## config.mk

```make
export PLATFORM = sky130hd
export DESIGN_NAME = ps2_action_queue
export DESIGN_NICKNAME = d
export VERILOG_FILES = /design/src/rtl/ps2_action_queue.sv
export SDC_FILE = /design/constraint.sdc
export NUM_CORES = 1
export LEC_CHECK = 0
export BUFFER_PORTS_ARGS = -buffer_cell sky130_fd_sc_hd__buf_2
export CAP_MARGIN = 20
export CORE_ASPECT_RATIO = 1.1
export CORE_UTILIZATION = 40
export CTS_CLUSTER_SIZE = 40
export DETAILED_ROUTE_END_ITERATION = 10
export GPL_TIMING_DRIVEN = 0
export PLACE_DENSITY = 0.53
export SYNTH_ARGS = -nofsm -noshare
export SYNTH_HDL_FRONTEND = slang
export SYNTH_SLANG_ARGS = --single-unit
```

## constraint.sdc

```tcl
create_clock -name clk -period 3.7 [get_ports clk]
set_clock_uncertainty 0.1 [all_clocks]
set_input_delay 0.185 -clock clk [delete_from_list [all_inputs] [get_ports clk]]
set_output_delay 0.185 -clock clk [all_outputs]
set_load 0.005 [all_outputs]
```

## src/rtl/ps2_action_queue.sv

```systemverilog
// Debounces six PS/2 action levels, turns presses and direction auto-repeats into events,
// and queues them in a 4-entry first-word-fall-through FIFO; pending flags hold events while the FIFO is full.
module ps2_action_queue #(
  parameter int STABLE_CYCLES = 16,
  parameter int REPEAT_DELAY  = 12_500_000,
  parameter int REPEAT_PERIOD = 2_500_000
) (
  input  logic       clk,
  input  logic       rst_n,
  input  logic [5:0] acoes_in,
  input  logic       rd_en,
  output logic [5:0] held,
  output logic       ev_valid,
  output logic [2:0] ev_code,
  output logic       ev_repeat,
  output logic [2:0] ev_count,
  output logic       overflow
);

  localparam int CW   = $clog2(STABLE_CYCLES) + 1;
  localparam int RMAX = (REPEAT_DELAY > REPEAT_PERIOD) ? REPEAT_DELAY : REPEAT_PERIOD;
  localparam int TW   = $clog2(RMAX) + 1;

  logic [5:0]    sync1, sync2;
  logic [CW-1:0] cnt [6];
  logic [5:0]    flip;
  logic [5:0]    press;

  always_comb begin
    flip = '0;
    for (int i = 0; i < 6; i++)
      flip[i] = (sync2[i] != held[i]) && (cnt[i] == CW'(STABLE_CYCLES - 1));
    press = flip & ~held;
  end

  always_ff @(posedge clk or negedge rst_n) begin
    if (!rst_n) begin
      sync1 <= '0;
      sync2 <= '0;
      held  <= '0;
      for (int i = 0; i < 6; i++) cnt[i] <= '0;
    end else begin
      sync1 <= acoes_in;
      sync2 <= sync1;
      held  <= held ^ flip;
      for (int i = 0; i < 6; i++) begin
        if (sync2[i] == held[i] || flip[i]) cnt[i] <= '0;
        else                                cnt[i] <= cnt[i] + CW'(1);
      end
    end
  end

  // One repeat timer shared by all directions; any direction change restarts the delay.
  logic [TW-1:0] timer;
  logic          first_done;
  logic          dir_on, dir_chg, fire;
  logic [5:0]    rep_set;

  always_comb begin
    dir_on  = |held[3:0];
    dir_chg = |flip[3:0];
    fire    = 1'b0;
    if (dir_on && !dir_chg)
      fire = first_done ? (timer == TW'(REPEAT_PERIOD - 1)) : (timer == TW'(REPEAT_DELAY - 1));
    rep_set = fire ? {2'b00, held[3:0]} : 6'b0;
  end

  always_ff @(posedge clk or negedge rst_n) begin
    if (!rst_n) begin
      timer      <= '0;
      first_done <= 1'b0;
    end else if (!dir_on || dir_chg) begin
      timer      <= '0;
      first_done <= 1'b0;
    end else if (fire) begin
      timer      <= '0;
      first_done <= 1'b1;
    end else begin
      timer      <= timer + TW'(1);
    end
  end

  logic [5:0] pending, rep_flag;
  logic [5:0] grant_mask, pend_left, set_bits;
  logic [2:0] gidx;
  logic       pop, push;
  logic [3:0] mem [4];
  logic [1:0] wptr, rptr;

  always_comb begin
    gidx = 3'd0;
    for (int i = 5; i >= 0; i--)
      if (pending[i]) gidx = 3'(i);
    pop        = rd_en && ev_valid;
    push       = (|pending) && ((ev_count != 3'd4) || pop);
    grant_mask = push ? (6'b000001 << gidx) : 6'b0;
    pend_left  = pending & ~grant_mask;
    set_bits   = press | rep_set;
  end

  always_ff @(posedge clk or negedge rst_n) begin
    if (!rst_n) begin
      pending  <= '0;
      rep_flag <= '0;
      overflow <= 1'b0;
    end else begin
      pending  <= pend_left | set_bits;
      overflow <= overflow | (|(set_bits & pend_left));
      for (int i = 0; i < 6; i++) begin
        if (press[i])                     rep_flag[i] <= 1'b0;
        else if (rep_set[i] && !pend_left[i]) rep_flag[i] <= 1'b1;
      end
    end
  end

  // When full with a simultaneous pop, wptr==rptr: the head leaves as the new entry lands in its slot.
  always_ff @(posedge clk or negedge rst_n) begin
    if (!rst_n) begin
      wptr     <= '0;
      rptr     <= '0;
      ev_count <= '0;
      for (int i = 0; i < 4; i++) mem[i] <= '0;
    end else begin
      if (push) begin
        mem[wptr] <= {rep_flag[gidx], gidx};
        wptr      <= wptr + 2'd1;
      end
      if (pop) rptr <= rptr + 2'd1;
      ev_count <= ev_count + {2'b00, push} - {2'b00, pop};
    end
  end

  always_comb begin
    ev_valid  = (ev_count != 3'd0);
    ev_code   = ev_valid ? mem[rptr][2:0] : 3'd0;
    ev_repeat = ev_valid ? mem[rptr][3]   : 1'b0;
  end

endmodule

```

== Word-level counts from Yosys, hierarchy flattened ==
Index checks and enable logic that the tools add are counted.

* Register bits after elaboration: 110
* Input port bits: 9
* Output and inout port bits: 15
* Word-level logic and storage cells: 160

* Add/sub/neg operators: 11
* $lt $le $gt $ge: 4
* Equal/unequal tests: 21
* Shifts and indexed selects: 1
* Mux-type cells: 42
* Bitwise logic cells: 11
* Reductions and logical operators: 44

{| class="wikitable"
|+ Operator list
! cell !! count
|-
| 2-to-1 mux 25 bit || 2
|-
| adder 5 x 1 -> 5 bit, second input constant || 6
|-
| equality test 5 x 4 -> 1 bit, second input constant || 6
|-
| 2-to-1 mux 5 bit || 6
|-
| adder 25 x 1 -> 25 bit, second input constant || 1
|-
| equality test 25 x 22 -> 1 bit, second input constant || 1
|-
| equality test 25 x 24 -> 1 bit, second input constant || 1
|-
| 2-to-1 mux 3 bit || 7
|-
| AND 6 bit || 3
|-
| 2-to-1 mux 1 bit || 18
|-
| bitwise mux 16 bit || 1
|-
| 2-to-1 mux 4 bit || 4
|-
| logical AND 1 bit || 14
|-
| nonzero test 2 bit || 7
|-
| NOT 6 bit || 2
|-
| OR reduction 6 bit || 2
|-
| binary-select mux 4 bit (select 2 bit) || 1
|-
| demux 4 bit (select 2 bit) || 1
|-
| zero test 1 bit || 8
|-
| logical OR 1 bit || 8
|-
| OR reduction 4 bit || 2
|-
| equality test 1 bit || 6
|-
| greater-or-equal comparator 3 bit, second input constant || 2
|-
| 2-to-1 mux 6 bit || 1
|-
| other kinds (16) || 24
|}

== Depth between registers and ports, before layout ==
Gate-level depths: netlist (run 1).

* Depth in word-level cells: 14
* Mapped depth: 10

== Worst setup path before layout (run 1) ==
Ideal clock, no wire load.

* Path kind: reg2reg
* From: register ev_count[2]
* To: register ev_count[2]
* Arrival: 2200 ps
* Setup slack: 1320 ps
* Cell stages (with the launch flop): 11
* Period minus slack after synthesis: 2380 ps
* Cells stage by stage: dfrtp_1 > nor4b_2 > buf_2 > a21oi_2 > inv_1 > ha_1 > inv_1 > ha_1 > fa_1 > xnor2_1 > xnor2_1

* Word-level cells in the longest chain between the ends: 6

{| class="wikitable"
|+ RTL lines
! item !! RTL line !! text
|-
| start: declaration || 16 || <nowiki>output logic [2:0] ev_count,</nowiki>
|-
| start signal: assignment || 129 || <nowiki>ev_count <= ev_count + {2'b00, push} - {2'b00, pop};</nowiki>
|-
| nonzero test 3 bit || 134 || <nowiki>ev_valid = (ev_count != 3'd0);</nowiki>
|-
| logical AND 1 bit || 94 || <nowiki>pop = rd_en && ev_valid;</nowiki>
|-
| logical OR 1 bit || 95 || <nowiki>push = (|pending) && ((ev_count != 3'd4) || pop);</nowiki>
|-
| logical AND 1 bit || 95 ||
|-
| adder 3 x 1 -> 3 bit || 129 ||
|-
| subtractor 3 x 1 -> 3 bit * || 129 ||
|}

Every way passes the cells marked *; elsewhere a longest branch is shown, timed or not.
A chain may end at the register's enable or synchronous reset.

== Worst setup path after layout (run 1) ==
* From: register ev_count[1]
* To: register ev_count[2]

The elaborated chain is that of the path after synthesis.

==> results.md, run 1 <==
- Design Area, Final: 5820 µm²
- H-tree levels: 3
- Gr ovfl total: 0
- Share of cells above drive strength 1: 13.7%
- Leakage power: 2.59 nW
- Post-synth net total: 507
- EDFF count, synth: 0
- Netlist Area Pre-Place: 5090 µm²
- FF-to-FF Start: ev_count[1]$_DFF_PN0_
- Ports: 24
- Sequential power share: 47.4%
- RSZ-0062 raised after global routing: no
- YS warnings: 0
- PortBufs: 23
- Net Sw Frac: 27.0%
- Setup CP Type: register to register
- MaxCap Viol Count: 0
- P per Cell Area: 517 nW/µm²
- Fin crit period: 2.63 ns
- Post-DP HPWL: 6.50 mm
- CP arrival: 2.80 ns
- Distinct cell type count after synthesis: 58
- Total power: 3.01 mW
- Hold Violations, Final: 0
- Post_cts resized: 0
- Initial antenna violation count: 0
- Hold WC Path Type: input pin to register
- Internal Power: 2.20 mW
- Hold Path Depth: 3
- Hold Buf Count CTS: 7
- DRT iter0 DRCs: 118
- # Post-CTS Setup Buffers: 0
- DR WL met2: 4.39 mm
- Largest net degree at the start of global routing: 63
- Crit. End Element: register
- Worst R2R End: ev_count[2]$_DFF_PN0_
- Worst Tran Pin Value: 0.724 ns
- Reg-to-reg slack, setup: 1.07 ns
- Routed Antenna Nets: 0
- Combinational share of power: 18.7%
- Most common cell after layout, fill and taps aside: dfrtp_1
- Main flop type after synthesis: dfrtp_1
- Share of power burned in the clock network: 33.8%
- # setup viols final: 0
- Gpl congestion: 0.786
- First-pass GRT wire length: 16.1 mm
- CTS Root Cell: clkbuf_16
- Die area: 13200 µm²
- Die Ht: 120 µm
- Fillers: 1161
- Core area: 12200 µm²
- FF/Latch Area: 2700 µm²
- Pre-antenna DRT Iters: 4
- Vias in the first global route: 3398
- Via density: 5.00
- Ant diodes: 0
- Detailed-route wire length: 9.20 mm
- Peak VDD IR: 274 µV
- Worst path required time: 3.87 ns
- Area Overhead vs Synth: 14.2%
- Layout Nets: 549
- Synth Register Bits: 108
- Tot GR Track Use: 16.1%
- Clock tree sinks: 108
- CTS buffer count: 9
- Crit path to: ev_count[2]$_DFF_PN0_
- DR vias: 3397
- WL met3: 250 µm
- Sum Neg Setup Slack: 0 ns
- Die W: 110 µm
- Syn_area_per_cell: 10.7 µm²
- WL/cell: 13.5 µm
- Worst-path fanout max: 10
- Post-synthesis sequential area ratio: 53.1%
- Slew Viols, Final: 0
- Metal1 wirelength: 4.39 mm
- CTS tree: done
- DP Area: 5430 µm²
- FF-to-FF path depth: 10
- FFs w/ async S/R, synth: 100%
- Slew HR: 51.1%
- DRC violations left: 0
- Footprint of the multi-input gates: 2190 µm²
- Max frequency: 0.381 GHz
- Hold path startpoint: rd_en
- Crit start category: register
- Clock Path Buffers: 2
- # rows: 42
- Setup crit start: ev_count[1]$_DFF_PN0_
- Tcrit/Tclk final: 71.0%
- Clk_lat worst skew: 0.35 ns
- Clk pin slew, worst setup/hold paths: 0.07 ns
- Starting density of the core: 41.6%
- Top routing layer in use: met4
- Commonest cells after routing, fill and taps aside: dfrtp_1 (108), nor2_1 (54), nand2_1 (44)
- Status: finished, final reports clean
- Switch Pwr: 0.812 mW
- Post-synthesis instance total: 478
==> worst min-delay path by stage <==
stage                          endpoint  slack (ns)
floorplan                     async pin       -0.21
global placement     sync1[1]$_DFF_PN0_        0.19
detailed placement     cnt[2]$_DFF_PN0_        0.15
CTS                 rptr[0]$_DFFE_PN0N_        0.12
global route        rptr[0]$_DFFE_PN0N_        0.14
finish              rptr[0]$_DFFE_PN0N_        0.14
==> per-stage QoR <==
stage / worst slack [ns] / utilization, % / std cells / hold WS (ns)
finish: 1.07 / 47.5 / 679 / 0.139
global route: 0.818 / 47.5 / 679 / 0.142
detailed placement: 1.05 / 44.3 / 656 / 0.150
global placement: 1.06 / 44.1 / 655 / 0.193
CTS: 1.03 / 47.5 / 679 / 0.123
floorplan: 1.32 / - / 478 / -0.211
==> state kept, by name, indices dropped and copies added (netlist names), 3 cells and up, named ones only <==
name and cells:
cnt 30, ev_count 3, mem 16, pending 6, rep_flag 4, sync1 6, sync2 6, timer 25
==> per-layer routing <==
metal / up-vias / GRT usage [%]
met5: - / 0
met4: 0 / 7.33
met3: 12 / 4.47
met2: 37 / 25.1
met1: 1644 / 20.7
li1: 1704 / -
==> cells by family after synthesis <==
family,Yosys count,synth area share (%)
AND/OR/NAND/NOR,189,19.6
buffers and inverters,42,3.93
AO/OA/AOI/OAI,69,8.65
XOR/XNOR,46,7.91
flip-flops,108,53.1
multiplexers,4,1.77
adder cells (fa/ha/maj),20,5.06
==> layout make-up <==
type	instances	share of cell area, %
plain buffers	12	1.51
clock buffers	9	3.87
clock inverters	7	1.57
well taps	154	3.31
flip-flops and latches	108	46.5
multi-input cells	328	37.6
repair buffers	31	3.70
inverters	30	1.94
==> synth_stat cells (all sizes together), types with 2 or more instances <==
cell,count,share of area (%)
nor4,7,1.2
o21ai,38,3.7
nand2b,6,0.74
a21oi,4,0.47
and3,8,0.98
inv,30,2.2
or3,5,0.61
and4b,3,0.59
nor3,7,0.91
and4,4,0.69
o211ai,2,0.29
o21a,3,0.44
ha,19,4.7
nand3,16,1.6
a21o,5,0.76
o31ai,5,0.74
a31oi,2,0.25
nor4b,5,0.98
nand4,4,0.61
nor3b,3,0.54
nor2b,2,0.25
buf,7,1.3
nand2,44,3.2
xnor2,28,4.8
xor2,18,3.1
clkbuf,5,0.39
mux4,4,1.8
dfrtp,108,53
nor2,64,5.2
and2,7,0.88
==> power by group through the flow <==
| stage | combinational, mW | clock [mW] | sequential [mW] |
|---|---|---|---|
| after CTS | 0.578 | 1.06 | 1.43 |
| after detailed placement | 0.573 | 0 | 1.45 |
| after floorplan | 0.406 | 0 | 1.43 |
| after global routing | 0.664 | 1.11 | 1.45 |
| final | 0.564 | 1.02 | 1.43 |
| after global placement | 0.544 | 0 | 1.44 |
==> worst max-delay path: stages, from the launching register on <==
cell and delay (ns):
dfrtp_1 0.41, nor4b_2 0.44, buf_2 0.31, a21oi_2 0.11
inv_1 0.09, ha_1 0.12, inv_1 0.04, ha_1 0.19
fa_1 0.39, xnor2_1 0.22, xnor2_1 0.13
Note: power is estimated with default switching activity, not from simulation.
==> run 2: changes to the inputs <==
--- a/config.mk
+++ b/config.mk
@@ -12,7 +12,7 @@
 export CTS_CLUSTER_SIZE = 40
 export DETAILED_ROUTE_END_ITERATION = 10
 export GPL_TIMING_DRIVEN = 0
-export PLACE_DENSITY = 0.53
+export PLACE_DENSITY = 0.55
 export SYNTH_ARGS = -nofsm -noshare
 export SYNTH_HDL_FRONTEND = slang
 export SYNTH_SLANG_ARGS = --single-unit
==> constraint.sdc (replaced) <==
create_clock -name clk -period 2.3 [get_ports clk]
set_clock_uncertainty 0.1 [all_clocks]
set_input_delay 0.115 -clock clk [delete_from_list [all_inputs] [get_ports clk]]
set_output_delay 0.115 -clock clk [all_outputs]
set_load 0.005 [all_outputs]
==> run 2 against run 1 <==
Non-clock buffer count rose by 15; clock power grew 42%; combinational power up 86%; critical path type unchanged; critical endpoint unchanged; largest power group unchanged.
==> results.md, run 2 (synthesis results as in run 1) <==
- H-tree levels: 3 (unchanged)
- Tcrit/Tclk final: 98.9% (+28 points)
- Clk_lat worst skew: 0.35 ns (about the same)
- Hold Path Sink: rptr[0]$_DFFE_PN0N_
- Fillers: 1117 (-3.8%)
- Max reg flops: 30 (unchanged)
- Slew HR: 52.0% (+0.93 points)
- Layout Nets: 564 (+2.7%)
- Share of cells above drive strength 1: 20.6% (+6.8 points)
- Worst path required time: 2.44 ns (-1.43 ns)
- Hold path startpoint: rd_en
- DRT iter0 DRCs: 140 (+19%)
- Pre-antenna DRT Iters: 6 (+2)
- Tot GR Track Use: 16.3% (+0.18 points)
- RSZ-0062 raised after global routing: yes
- Peak per-stage delay on the critical path: 0.44 ns (about the same)
- Leakage power: 2.68 nW (+3.4%)
- Design Area, Final: 6130 µm² (+5.4%)
- Gpl congestion: 0.812 (+3.3%)
- Worst R2R End: ev_count[2]$_DFF_PN0_
- First-pass GRT wire length: 16.7 mm (+3.3%)
- WL/cell: 14.0 µm (+3.0%)
- DP Area: 5450 µm² (+0.37%)
- CP max-delay cell: dfrtp_1
- Clock tree sinks: 108 (unchanged)
- Gr ovfl total: 0 (unchanged)
- FF/Latch Area: 2700 µm² (unchanged)
- Ant diodes: 0 (unchanged)
- Starting density of the core: 41.6% (unchanged)
- Die area: 13200 µm² (unchanged)
- Worst-path fanout max: 3 (-7)
- Initial antenna violation count: 0 (unchanged)
- CTS tree: done
- Post-DP HPWL: 6.60 mm (+1.7%)
- Top Registers: cnt x30, timer x25, mem x16
- Clock Path Buffers: 2 (unchanged)
- CTS buffer count: 9 (unchanged)
- Setup CP Type: register to register
- FF-to-FF path depth: 8 (-2)
- DRC violations left: 0 (unchanged)
- Final Core Density: 50.1% (+2.6 points)
- CP cell instances: or3_4, and2_4, ha_1, inv_1, ha_2, fa_2, xnor2_2, xnor2_1
- PortBufs: 23 (unchanged)
- Total power: 4.81 mW (+60%)
- # setup viols final: 0 (unchanged)
- Commonest cells after routing, fill and taps aside: dfrtp_1 (108), nand2_1 (43), nor2_1 (42)
- P per Cell Area: 784 nW/µm² (+52%)
- Crit. End Element: register
- Peak VDD IR: 583 µV (+110%)
- Core area: 12200 µm² (unchanged)
- Status: finished, final reports clean
- Pre-CTS setup slack: -0.187 ns (-1.24 ns)
- Footprint of the multi-input gates: 2380 µm² (+8.6%)
- Die W: 110 µm (unchanged)
- Max frequency: 0.439 GHz (+15%)
- DR vias: 3514 (+3.4%)
- Most common cell after layout, fill and taps aside: dfrtp_1
- Hold Violations, Final: 0 (unchanged)
- # rows: 42 (unchanged)
- MaxCap Viol Count: 0 (unchanged)
- Worst Tran Pin Value: 0.710 ns (-0.0138 ns)
- CP arrival: 2.41 ns (-0.39 ns)
- Detailed-route wire length: 9.68 mm (+5.3%)
- FF-to-FF Start: ev_count[1]$_DFF_PN0_
- Post-route setup slack: 0.0244 ns (-1.05 ns)
- CTS Root Cell: clkbuf_16
- Slew Viols, Final: 0 (unchanged)
- Fin crit period: 2.28 ns (-0.352 ns)
- Die Ht: 120 µm (unchanged)
- Vias in the first global route: 3475 (+2.3%)
- Final hold slack: 0.134 ns (-0.00543 ns)
- Via density: 5.06 (+1.2%)
- Reg with most FFs: cnt
- Area Overhead vs Synth: 20.4%
- Crit start category: register
- Largest net degree at the start of global routing: 71 (+13%)
- Hold Path Depth: 4 (+1)
- Clk pin slew, worst setup/hold paths: 0.08 ns (about the same)
- Hold WC Path Type: input pin to register
- Ports: 24 (unchanged)
- Routed Antenna Nets: 0 (unchanged)
- Reg-to-reg slack, setup: 0.02 ns (-1.05 ns)
[run 2: cell count changes in the layout (fill, tap and decap cells not counted), sizes merged]
cell and delta:
buf +15, bufinv -2, inv +2, clkbuf +1, clkinv -1
[run 2: final cells by class]
class                      count  area share [%]
sequential                   108            44.1
multi-input combinational    328            38.8
timing repair buffer          47            6.14
clock buffer                  10            3.73
tap                          154            3.14
inverter                      30            1.84
buffer                        11            1.55
clock inverter                 6           0.775
[run 2: where the power goes]
group          internal (mW)  total [mW]  switching (mW)
Combinational          0.552        1.05           0.497
Clock                  0.745        1.45           0.709
Sequential              2.14        2.31           0.171
Total                   3.43        4.81            1.38
[run 2: routing by layer]
metal,part of all wire [%],GRT usage (%),routed length (µm),up-vias
met5,0,0,0,-
met4,1.4,6.75,138,0
met3,2.0,2.43,193,7
met2,49,25.9,4730,34
met1,48,22.1,4620,1725
li1,-,-,-,1748
[run 2: how the worst max path moves through the flow]
stage,cells past startpoint,slack (ns),start,endpoint
after detailed placement,10,-0.19,ev_count[1]$_DFF_PN0_,ev_count[2]$_DFF_PN0_
after global routing,9,-0.07,cnt[20]$_DFF_PN0_,timer[0]$_DFF_PN0_
final,8,0.02,ev_count[1]$_DFF_PN0_,ev_count[2]$_DFF_PN0_
after global placement,1,-0.26,rst_n,cnt[26]$_DFF_PN0_
after CTS,8,-0.03,ev_count[1]$_DFF_PN0_,ev_count[2]$_DFF_PN0_
after floorplan,10,0.04,ev_count[2]$_DFF_PN0_,ev_count[2]$_DFF_PN0_
[run 2: worst max-delay path, delay by kind of cell (launching register included)]
kind          cells  cell delay [ns]
xor+xnor          2             0.27
flops             1             0.44
buf+inv           1             0.04
simple gates      2             0.53
fa+ha+maj         3             0.79
[run 2: metrics by stage]
step | TNS (ns) | std cells
after global routing | -1.34 | 694
after detailed placement | -1.98 | 656
after CTS | -0.0264 | 691
after global placement | -28.76 | 655
final | 0 | 694
after floorplan | 0 | 478
[run 2: timing repair]
item                                    4_1_cts  5_1_grt
hold buffers                                  7        0
resized for setup                            14       32
buffers inserted                             11        3
gates cloned                                  1        1
endpoints found under the setup margin       27       32
hold endpoints to repair                     44        0
pin swaps                                     8       23
==> run 3: changes to the inputs <==
--- a/config.mk
+++ b/config.mk
@@ -8,11 +8,11 @@
 export BUFFER_PORTS_ARGS = -buffer_cell sky130_fd_sc_hd__buf_2
 export CAP_MARGIN = 20
 export CORE_ASPECT_RATIO = 1.1
-export CORE_UTILIZATION = 40
+export CORE_UTILIZATION = 35
 export CTS_CLUSTER_SIZE = 40
 export DETAILED_ROUTE_END_ITERATION = 10
 export GPL_TIMING_DRIVEN = 0
-export PLACE_DENSITY = 0.55
+export PLACE_DENSITY = 0.49
 export SYNTH_ARGS = -nofsm -noshare
 export SYNTH_HDL_FRONTEND = slang
 export SYNTH_SLANG_ARGS = --single-unit
==> run 3 against run 2 <==
Via count shrank 0.37%; sequential cell count unchanged; fmax rose by 2.0%; power grew 2.5%; wire length down 0.10%; setup slack better by 0.045 ns; combinational power about the same; first-iteration DRC count rose by 9.3%; register-to-register slack improved by 0.04 ns; cell area is 0.69% lower; final cell count up 4.3%.
==> results.md, run 3 (synthesis results as in run 1) <==
- Status: finished, final reports clean
- Cell repeated most along the worst path: ha_4
- Setup CP Type: register to register
- RSZ-0062 raised after global routing: yes
- P per Cell Area: 809 nW/µm² (+3.2%)
- Post-Layout Cell Count: 724 (+4.3%)
- CP arrival: 2.36 ns (-0.05 ns)
- WL/cell: 13.4 µm (-4.2%)
- Total power: 4.93 mW (+2.5%)
- CP cell instances: or3_4, and2_4, ha_4, inv_2, ha_4, fa_2, xnor2_2, xnor2_1
- Share of cells above drive strength 1: 20.1% (-0.41 points)
- Max reg flops: 30 (unchanged)
- PortBufs: 23 (unchanged)
- Max frequency: 0.448 GHz (+2.0%)
- Pre-antenna DRT Iters: 4 (-2)
- Leakage power: 2.65 nW (-0.87%)
- Die area: 15000 µm² (+14%)
- Clock Path Buffers: 2 (unchanged)
- Die W: 117 µm (+6.8%)
- Gr ovfl total: 0 (unchanged)
- Clk pin slew, worst setup/hold paths: 0.07 ns (about the same)
- # rows: 45 (+7.1%)
- Peak per-stage delay on the critical path: 0.43 ns (about the same)
- DP Cell Count: 690 (+5.2%)
- Hold Violations, Final: 0 (unchanged)
- Setup crit start: ev_count[1]$_DFF_PN0_
- Clk_lat worst skew: 0.35 ns (about the same)
- First-pass GRT wire length: 16.8 mm (+0.87%)
- FF-to-FF Start: ev_count[1]$_DFF_PN0_
- Worst path required time: 2.43 ns (about the same)
- Commonest cells after routing, fill and taps aside: dfrtp_1 (108), nor2_1 (45), nand2_1 (43)
- Ant diodes: 0 (unchanged)
- Vias in the first global route: 3473 (-0.058%)
- Starting density of the core: 36.3% (-5.3 points)
- Worst Tran Pin Value: 0.705 ns (-0.00479 ns)
- Clock tree sinks: 108 (unchanged)
- MaxCap Viol Count: 0 (unchanged)
- Slew HR: 52.4% (+0.32 points)
- Reg with most FFs: cnt
- Top Registers: cnt x30, timer x25, mem x16
- Tcrit/Tclk final: 97.0% (-1.9 points)
- Worst-path fanout max: 3 (unchanged)
- Core area: 14000 µm² (+15%)
- Post-DP HPWL: 6.70 mm (+1.5%)
- Ports: 24 (unchanged)
- Gpl congestion: 0.761 (-6.3%)
- Area Overhead vs Synth: 19.6%
- Most common cell after layout, fill and taps aside: dfrtp_1
- # setup viols final: 0 (unchanged)
- Die Ht: 129 µm (+6.8%)
- CP max-delay cell: dfrtp_1
- Largest net degree at the start of global routing: 66 (-7.0%)
- CTS buffer count: 9 (unchanged)
- DRC violations left: 0 (unchanged)
- DRT iter0 DRCs: 153 (+9.3%)
- Routed Antenna Nets: 0 (unchanged)
- Peak VDD IR: 329 µV (-44%)
- Fin crit period: 2.23 ns (-0.0446 ns)
- CTS tree: done
- Detailed-route wire length: 9.67 mm (-0.10%)
- Hold WC Path Type: input pin to async pin
- Crit. End Element: register
- Layout Nets: 561 (-0.53%)
- CTS Root Cell: clkbuf_16
- Via density: 4.84 (-4.5%)
- H-tree levels: 3 (unchanged)
- Crit start category: register
- Initial antenna violation count: 0 (unchanged)
- Tot GR Track Use: 14.5% (-1.8 points)
- DR vias: 3501 (-0.37%)
- Slew Viols, Final: 0 (unchanged)
## run 3: area by class of cell
| type | count | area (µm²) |
|---|---|---|
| fillers | 1371 | 7930 |
| flip-flops and latches | 108 | 2700 |
| multi-input cells | 328 | 2320 |
| repair buffers | 44 | 330 |
| clock buffers | 11 | 243 |
| well taps | 188 | 235 |
| inverters | 30 | 113 |
| plain buffers | 11 | 95.1 |
| clock inverters | 4 | 50.0 |
## run 3: per-stage QoR
step / hold WS [ns] / cell area (µm²) / setup TNS, ns / setup slack (ns) / utilization (%)
after floorplan: -0.281 / 5110 / 0 / 0.0380 / -
after global placement: 0.123 / 5460 / -33.96 / -0.301 / 39.0
after detailed placement: 0.0744 / 5490 / -2.76 / -0.241 / 39.2
after CTS: 0.116 / 5950 / 0 / 0.00120 / 42.4
after global routing: 0.252 / 6090 / -0.446 / -0.0364 / 43.4
final: 0.213 / 6090 / 0 / 0.0690 / 43.4
## run 3: critical path, delay by kind of cell, from the launching register on
family	cells	cell delay, ns
XOR/XNOR	2	0.28
flip-flops	1	0.43
buffers and inverters	1	0.03
adder cells (fa/ha/maj)	3	0.73
AND/OR/NAND/NOR	2	0.54
## run 3: worst paths after layout
check | depth (start not counted) | to | slack (ns)
worst max-delay path | 8 | ev_count[2]$_DFF_PN0_ | 0.07
worst min-delay path | 2 | mem[13]$_DFFE_PN0P_ | 0.21
worst max register to register | 8 | ev_count[2]$_DFF_PN0_ | 0.07
worst min register to register | 0 | sync2[3]$_DFF_PN0_ | 0.25
max in group asynchronous | 3 | cnt[21]$_DFF_PN0_ | 1.17
min in group clk | 5 | rptr[0]$_DFFE_PN0N_ | 0.24
## run 3: routing by layer
metal	track usage (%)	vias to the layer above	routed length [µm]
li1	-	1736	-
met4	6.70	0	190
met2	23.1	45	4540
met1	19.3	1707	4710
met5	0	-	0
met3	2.45	13	239
## run 3: what timing repair did
| item | CTS | global route |
|---|---|---|
| pin swaps | 5 | 10 |
| endpoints found under the hold margin | 49 | 0 |
| buffers inserted | 9 | 3 |
| hold buffers | 7 | 0 |
| gates cloned | 0 | 1 |
| resized for setup | 6 | 30 |
| setup endpoints to repair | 33 | 31 |
## run 3: report_power, final
group	switching, mW	internal [mW]
combinational	0.509	0.575
clock	0.673	0.867
sequential	0.168	2.14
total	1.35	3.58
